===== src/rtl/norm_list_ctrl.sv =====
// Sequencer for the linked-list norm-squared datapath: clears it, walks the list
// from the head pointer in word 0, flushes the square/accumulate pipeline and returns the result.
module norm_list_ctrl #(
    parameter int unsigned RD_LAT  = 0,
    parameter int unsigned MAX_LEN = 127
) (
    input  logic        clk,
    input  logic        rst,
    input  logic        start,
    input  logic        DONE_i,
    input  logic [6:0]  LEN,
    input  logic [46:0] NORM2,
    output logic        Load_Add_R,
    output logic        Load_I_R,
    output logic        sel_A1,
    output logic        inc_len,
    output logic        dp_clr_n,
    output logic        busy,
    output logic        done,
    output logic        err,
    output logic [46:0] norm2,
    output logic [6:0]  len
);

    localparam int unsigned   WW        = (RD_LAT > 0) ? $clog2(RD_LAT + 1) : 1;
    localparam logic [WW-1:0] LAT       = WW'(RD_LAT);
    localparam logic [6:0]    LEN_LIMIT = 7'(MAX_LEN);

    typedef enum logic [3:0] {
        ST_IDLE,
        ST_CLEAR,
        ST_HEAD_RD,
        ST_HEAD_LD,
        ST_CHECK,
        ST_XY_RD,
        ST_XY_LD,
        ST_NXT_RD,
        ST_NXT_LD,
        ST_FLUSH1,
        ST_FLUSH2,
        ST_DONE
    } state_t;

    state_t        r_state;
    state_t        w_nxt;
    logic [WW-1:0] r_wait;
    logic [WW-1:0] w_wait_nxt;
    logic          w_rd_ready;
    logic          w_err_nxt;

    logic          r_ld_add;
    logic          r_ld_i;
    logic          r_sel;
    logic          r_inc;
    logic          r_clr_n;
    logic          r_busy;
    logic          r_done;
    logic          r_err;
    logic [46:0]   r_norm2;
    logic [6:0]    r_len;

    logic          w_ld_add;
    logic          w_ld_i;
    logic          w_sel;
    logic          w_inc;
    logic          w_clr_n;
    logic          w_busy;
    logic          w_done;

    assign w_rd_ready = (r_wait == LAT);

    always_ff @(posedge clk or negedge rst) begin
        if (!rst) begin
            r_state <= ST_IDLE;
            r_wait  <= '0;
        end else begin
            r_state <= w_nxt;
            r_wait  <= w_wait_nxt;
        end
    end

    always_comb begin
        w_nxt      = r_state;
        w_wait_nxt = '0;
        w_err_nxt  = r_err;
        case (r_state)
            ST_IDLE: begin
                if (start) begin
                    w_nxt     = ST_CLEAR;
                    w_err_nxt = 1'b0;
                end
            end
            ST_CLEAR:   w_nxt = ST_HEAD_RD;
            ST_HEAD_RD: begin
                if (w_rd_ready) w_nxt = ST_HEAD_LD;
                else            w_wait_nxt = r_wait + 1'b1;
            end
            ST_HEAD_LD: w_nxt = ST_CHECK;
            ST_CHECK: begin
                if (DONE_i) begin
                    w_nxt = ST_FLUSH1;
                end else if (LEN == LEN_LIMIT) begin
                    w_nxt     = ST_FLUSH1;
                    w_err_nxt = 1'b1;
                end else begin
                    w_nxt = ST_XY_RD;
                end
            end
            ST_XY_RD: begin
                if (w_rd_ready) w_nxt = ST_XY_LD;
                else            w_wait_nxt = r_wait + 1'b1;
            end
            ST_XY_LD:   w_nxt = ST_NXT_RD;
            ST_NXT_RD: begin
                if (w_rd_ready) w_nxt = ST_NXT_LD;
                else            w_wait_nxt = r_wait + 1'b1;
            end
            ST_NXT_LD:  w_nxt = ST_CHECK;
            ST_FLUSH1:  w_nxt = ST_FLUSH2;
            ST_FLUSH2:  w_nxt = ST_DONE;
            ST_DONE:    w_nxt = ST_IDLE;
            default:    w_nxt = ST_IDLE;
        endcase
    end

    // Control outputs are decoded from the next state and registered, so each
    // pulse lines up with its state and is glitch-free at the datapath.
    always_comb begin
        w_ld_add = (w_nxt == ST_HEAD_LD) || (w_nxt == ST_NXT_LD);
        w_ld_i   = (w_nxt == ST_XY_LD) || (w_nxt == ST_FLUSH1) || (w_nxt == ST_FLUSH2);
        w_sel    = (w_nxt == ST_XY_RD) || (w_nxt == ST_XY_LD);
        w_inc    = (w_nxt == ST_XY_LD);
        w_clr_n  = (w_nxt != ST_CLEAR);
        w_busy   = (w_nxt != ST_IDLE);
        w_done   = (w_nxt == ST_DONE);
    end

    always_ff @(posedge clk or negedge rst) begin
        if (!rst) begin
            r_ld_add <= 1'b0;
            r_ld_i   <= 1'b0;
            r_sel    <= 1'b0;
            r_inc    <= 1'b0;
            r_clr_n  <= 1'b1;
            r_busy   <= 1'b0;
            r_done   <= 1'b0;
            r_err    <= 1'b0;
            r_norm2  <= '0;
            r_len    <= '0;
        end else begin
            r_ld_add <= w_ld_add;
            r_ld_i   <= w_ld_i;
            r_sel    <= w_sel;
            r_inc    <= w_inc;
            r_clr_n  <= w_clr_n;
            r_busy   <= w_busy;
            r_done   <= w_done;
            r_err    <= w_err_nxt;
            // The accumulator holds its final value throughout DONE.
            if (r_state == ST_DONE) begin
                r_norm2 <= NORM2;
                r_len   <= LEN;
            end
        end
    end

    assign Load_Add_R = r_ld_add;
    assign Load_I_R   = r_ld_i;
    assign sel_A1     = r_sel;
    assign inc_len    = r_inc;
    assign dp_clr_n   = r_clr_n;
    assign busy       = r_busy;
    assign done       = r_done;
    assign err        = r_err;
    assign norm2      = r_norm2;
    assign len        = r_len;

endmodule


===== config.mk =====
export PLATFORM = sky130hd
export DESIGN_NAME = norm_list_ctrl
export DESIGN_NICKNAME = d
export VERILOG_FILES = /design/src/rtl/norm_list_ctrl.sv
export SDC_FILE = /design/constraint.sdc
export NUM_CORES = 1
export LEC_CHECK = 0
export CAP_MARGIN = 20
export CORE_MARGIN = 5
export CORE_UTILIZATION = 46
export CTS_BUF_LIST = sky130_fd_sc_hd__clkbuf_4 sky130_fd_sc_hd__clkbuf_8
export DETAILED_ROUTE_END_ITERATION = 12
export PLACE_DENSITY_LB_ADDON = 0.08
export RECOVER_POWER = 50
export SLEW_MARGIN = 0
export SYNTH_ARGS = -nofsm -noshare
export SYNTH_HDL_FRONTEND = slang
export SYNTH_SLANG_ARGS = --single-unit

===== constraint.sdc =====
create_clock -name clk -period 3.55 [get_ports clk]
set_clock_uncertainty 0.15 [all_clocks]
set_input_delay 0.71 -clock clk [delete_from_list [all_inputs] [get_ports clk]]
set_output_delay 0.71 -clock clk [all_outputs]
set_load 0.05 [all_outputs]

**Word level (Yosys, flattened, before mapping)**

Cells that the tools add are included.

- Logic and storage cells: 59
- Bits in registers: 67
- Output and inout bits: 62
- Input bits: 58

- Reduce and logical (&&, ||, !) cells: 10
- Equal/unequal tests: 23
- Add/subtract/negate cells: 1
- Multiplexer cells: 13

Operators by type and width:

| cell | number |
|---|---|
| $pmux 4 s10 | 1 |
| $eq 4x4->1 const B | 8 |
| $eq 4x3->1 const B | 6 |
| $mux 4 | 6 |
| $eq 4x2->1 const B | 3 |
| $eq 7x7->1 const B | 1 |
| $ne 2x2->1 const B | 3 |
| $mux 1 | 5 |
| $eq 4x1->1 const B | 1 |
| $logic_not 4->1 | 1 |
| $logic_or 1x1->1 | 4 |
| $ne 4x1->1 const B | 1 |
| $reduce_and 4->1 | 1 |
| $reduce_bool 4->1 | 1 |
| $reduce_or 3->1 | 1 |
| $pmux 1 s2 | 1 |
| $reduce_bool 2->1 | 1 |
| $reduce_or 2->1 | 1 |
| $add 1x1->1 const B | 1 |

**Longest topological paths before layout**

- Word-level depth: 7
- Gate-level depth with buffers: 5
- Gate-level depth less buffers: 4

**Least setup slack after synthesis**

Ideal clock, no wire load.

- Path type: in2reg
- From: in LEN[5]
- To: reg r_sel, in the netlist sel_A1
- Path slack: 1942 ps
- Cell stages on the path: 4
- Path buffers: 0
- Library setup time: 94 ps
- Required time: 3306 ps
- Arrival time: 1365 ps
- Cells stage by stage: nand4_1 -> nor2_1 -> a2111o_1 -> a221oi_2

- Longest elaborated chain between the ends: 6
- Elaborated cells between the ends (all ways): 7
- Classes of those cells: eq/ne (3); mux (3); reduce/logical (1)

RTL lines:

| item | RTL line | source |
|---|---|---|
| from (decl) | 11 | `input logic [6:0] LEN,` |
| $eq 7x7->1 * | 102 | `end else if (LEN == LEN_LIMIT) begin` |
| $mux 4 * | 102 |  |
| $mux 4 * | 100 | `if (DONE_i) begin` |
| $pmux 4 s10 * | 86 | `case (r_state)` |
| $eq 4x3->1 | 131 | `w_sel = (w_nxt == ST_XY_RD) \|\| (w_nxt == ST_XY_LD);` |
| $logic_or 1x1->1 * | 131 |  |
| via w_sel | 64 | `logic w_sel;` |
| to (signal assigned) | 153 | `r_sel <= w_sel;` |
| to (decl) | 53 | `logic r_sel;` |

Mark *: on every way through the listed nets, which the timed path passes. The rest lies on a longest branch.
A chain may end at the register's enable or synchronous reset.

**Worst setup path in the final report**

- From: reg r_clr_n, in the netlist dp_clr_n
- To: out dp_clr_n

RTL lines:

| item | RTL line | source |
|---|---|---|
| from (decl) | 55 | `logic r_clr_n;` |
| from (signal assigned) | 155 | `r_clr_n <= w_clr_n;` |
| to (decl) | 17 | `output logic dp_clr_n,` |

No word-level cell between the ends.

==> impl_metrics.yaml <==
floorplan:
  die_y_um: 85.24
  core_area_um2: 5507
  start_util_pct: 47.28
  die_w_um: 85.24
  die_area_um2: 7265
  ios: 120
  rows: 27
finish:
  finalNonFillerCells: 368
  layout-drive-gt1-share_pct: 25.00
  fin_nets: 349
  antenna_cells: 0
  syn_to_final_growth_pct: 52.28
timing:
  finalCritPeriodShare_pct: 70.45
  setup_tns_ns: 0
  slew_headroom_pct: -23.12
  finalHoldViolCount: 0
  worst_slew_pin_slew_ns: 1.847
  final.setup.worst_slack_ns: 1.049
  finalSetupViolations: 0
  whs_ns: 0.3537
  rsz0062_at_grt: "no"
  layout_min_cycle_time_ns: 2.501
  fmax_mhz: 399.8
  slew_viol_final: 68
synth:
  synth_cells: 168
  syn-num-nets: 226
  yosysWarnings: 0
  synth_common_cells: "dfrtp_1 (65), mux2_2 (54), buf_6 (6)"
  synth_edf_count: 0
  yosysTopAreaCell: "dfrtp_1"
  netlist_area_um2: 2604
  yosysUniqueCellTypes: 30
  yosys.area.top_type_share_pct: 62.47
  syn_area_per_cell_um2: 15.50
  yosysSeqAreaShare_pct: 63.48
  yosys_most_used_dff: "dfrtp_1"
  synth_seq_cells: 66
  ys_async_sr_fraction_pct: 100.0
  synth.most_common_cell: "dfrtp_1"
  netlist_top_cells_area: "dfrtp_1 (62%), mux2_2 (23%), buf_6 (2.6%), dfstp_2 (1.0%), nand2b_1 (0.96%)"
clock_tree:
  clkLatencyLatePin_ns: 0.33
  clkTransAtPathRegs_ns: 0.07
  cts-buffers-inserted: 9
  ctsResizeCount: 0
  tritoncts: "built"
  cts_hold_buf: 0
  cts-root-buf: "clkbuf_8"
  clk_path_buf_depth: 2
  htreeDepth: 3
  postCtsSetupBuffers: 0
  cts.sink_count: 66
setup_path:
  worstPathCellList: "clkdlybuf4s50_1"
  cp_data_arrival_time_ns: 1.64
  critical_path_class: "reg -> out"
  required_ns: 2.69
  cp-end-kind: "output pin"
  worst-path-max-fanout: 1
  crit_path_top_delay_cell: "clkdlybuf4s50_1"
  cpPeakStageDelay_ns: 0.79
  path_delay_family: "buffers and inverters"
  start_kind: "flip-flop"
  worst-path-buf-inv: 1
placed_design:
  dp_hpwl_mm: 4.520
  dp.cells: 352
  io_buffer_count: 119
  post-place-ws_ns: 1.359
  place.gp.congestion: 0.7532
drt:
  dr.pass1.iters: 4
  vias: 1792
  wl_mm: 6.067
  drc: 0
  wl_per_cell_um: 16.49
  drtIter0Drc: 70
  postRouteAntennaNets: 0
  avgViaCountPerCell: 4.870
hold_path:
  hp-class: "reg -> reg"
flow_run:
  maxCapViolCount: 2
power:
  power.total_mw: 4.423
  vdd_drop_max_mv: 0.5417
  total_leakage_power_nw: 1.655
  power_density_nw_per_um2: 1116
global_routing:
  antenna_found_initial: 0
  grt_usage_pct: 17.41
  grt_max_degree: 55
  grt_pass1_vias: 1796
  overflow: 0
  grt_pass1_wl_mm: 9.556
outcome:
  outcome: "finished with violations"
  violations: "max-capacitance violations, max-slew violations"
[flip-flops by register name, summed over array words and instances (netlist names)]
register,flops
norm2,47
len,7
r_state,4
Load_Add_R,1
Load_I_R,1
busy,1
done,1
dp_clr_n,1
err,1
inc_len,1
sel_A1,1
[layout make-up]
cell class	count	area, um2
clock buffer	9	123.9
sequential	66	1653
tap	72	90.09
clock inverter	7	46.29
multi-input combinational	90	847.1
fill	387	1541
inverter	2	7.507
timing repair buffer	122	1197
[worst paths after layout]
| path | cells past startpoint | end | start | slack [ns] |
|---|---|---|---|---|
| max | 1 | dp_clr_n | dp_clr_n | 1.05 |
| max reg2reg | 3 | norm2[34] | r_state[2] | 1.10 |
| min | 1 | norm2[36] | norm2[36] | 0.35 |
| min reg2reg | 1 | norm2[36] | norm2[36] | 0.35 |
| max in group asynchronous | 2 | norm2[45] | rst | 1.33 |
| min in group asynchronous | 2 | norm2[11] | rst | 0.71 |
[kinds of logic (layout without fill, tap and decap cells)]
group / after synthesis / after routing / share of synthesized area, %
buf+inv: 12 / 140 / 3.748
xor+xnor: 1 / 1 / 0.3364
simple gates: 21 / 21 / 4.661
compound gates: 13 / 13 / 4.036
flops: 66 / 66 / 63.48
mux: 55 / 55 / 23.74
[metrics by stage]
step | instance area [um2] | utilization [%]
floorplan | 2604 | -
global placement | 3812 | 69.23
detailed placement | 3812 | 69.23
CTS | 3983 | 72.32
global route | 3965 | 72.01
finish | 3965 | 72.01
[metal layers]
layer | vias to the layer above | GRT usage [%] | wire length (um)
met4 | 0 | 6.475 | 72
li1 | 843 | - | -
met2 | 63 | 27.61 | 3080
met3 | 8 | 6.214 | 446
met1 | 878 | 21.95 | 2467
met5 | - | 0 | 0
[power breakdown]
part           switching (mW)  leakage [nW]  total [mW]  internal, mW
clock network           0.284        0.0810       0.533         0.250
registers               0.224         0.781        1.34          1.12
logic                    1.60         0.793        2.55         0.952
[placed cells by master, fill, tap and decap left out, types with 2 or more instances in the layout]
cell type,instances
mux2_2,54
clkinvlp_4,3
a21o_1,2
clkdlybuf4s50_1,116
nor3_1,2
dlygate4sd3_1,2
clkbuf_8,9
clkbuf_1,3
dfrtp_1,65
nor2_1,4
a21oi_1,2
a22oi_1,2
inv_1,2
nand2b_1,4
nand2_1,4
clkinv_2,3
Note: power is estimated with default switching activity, not from simulation.
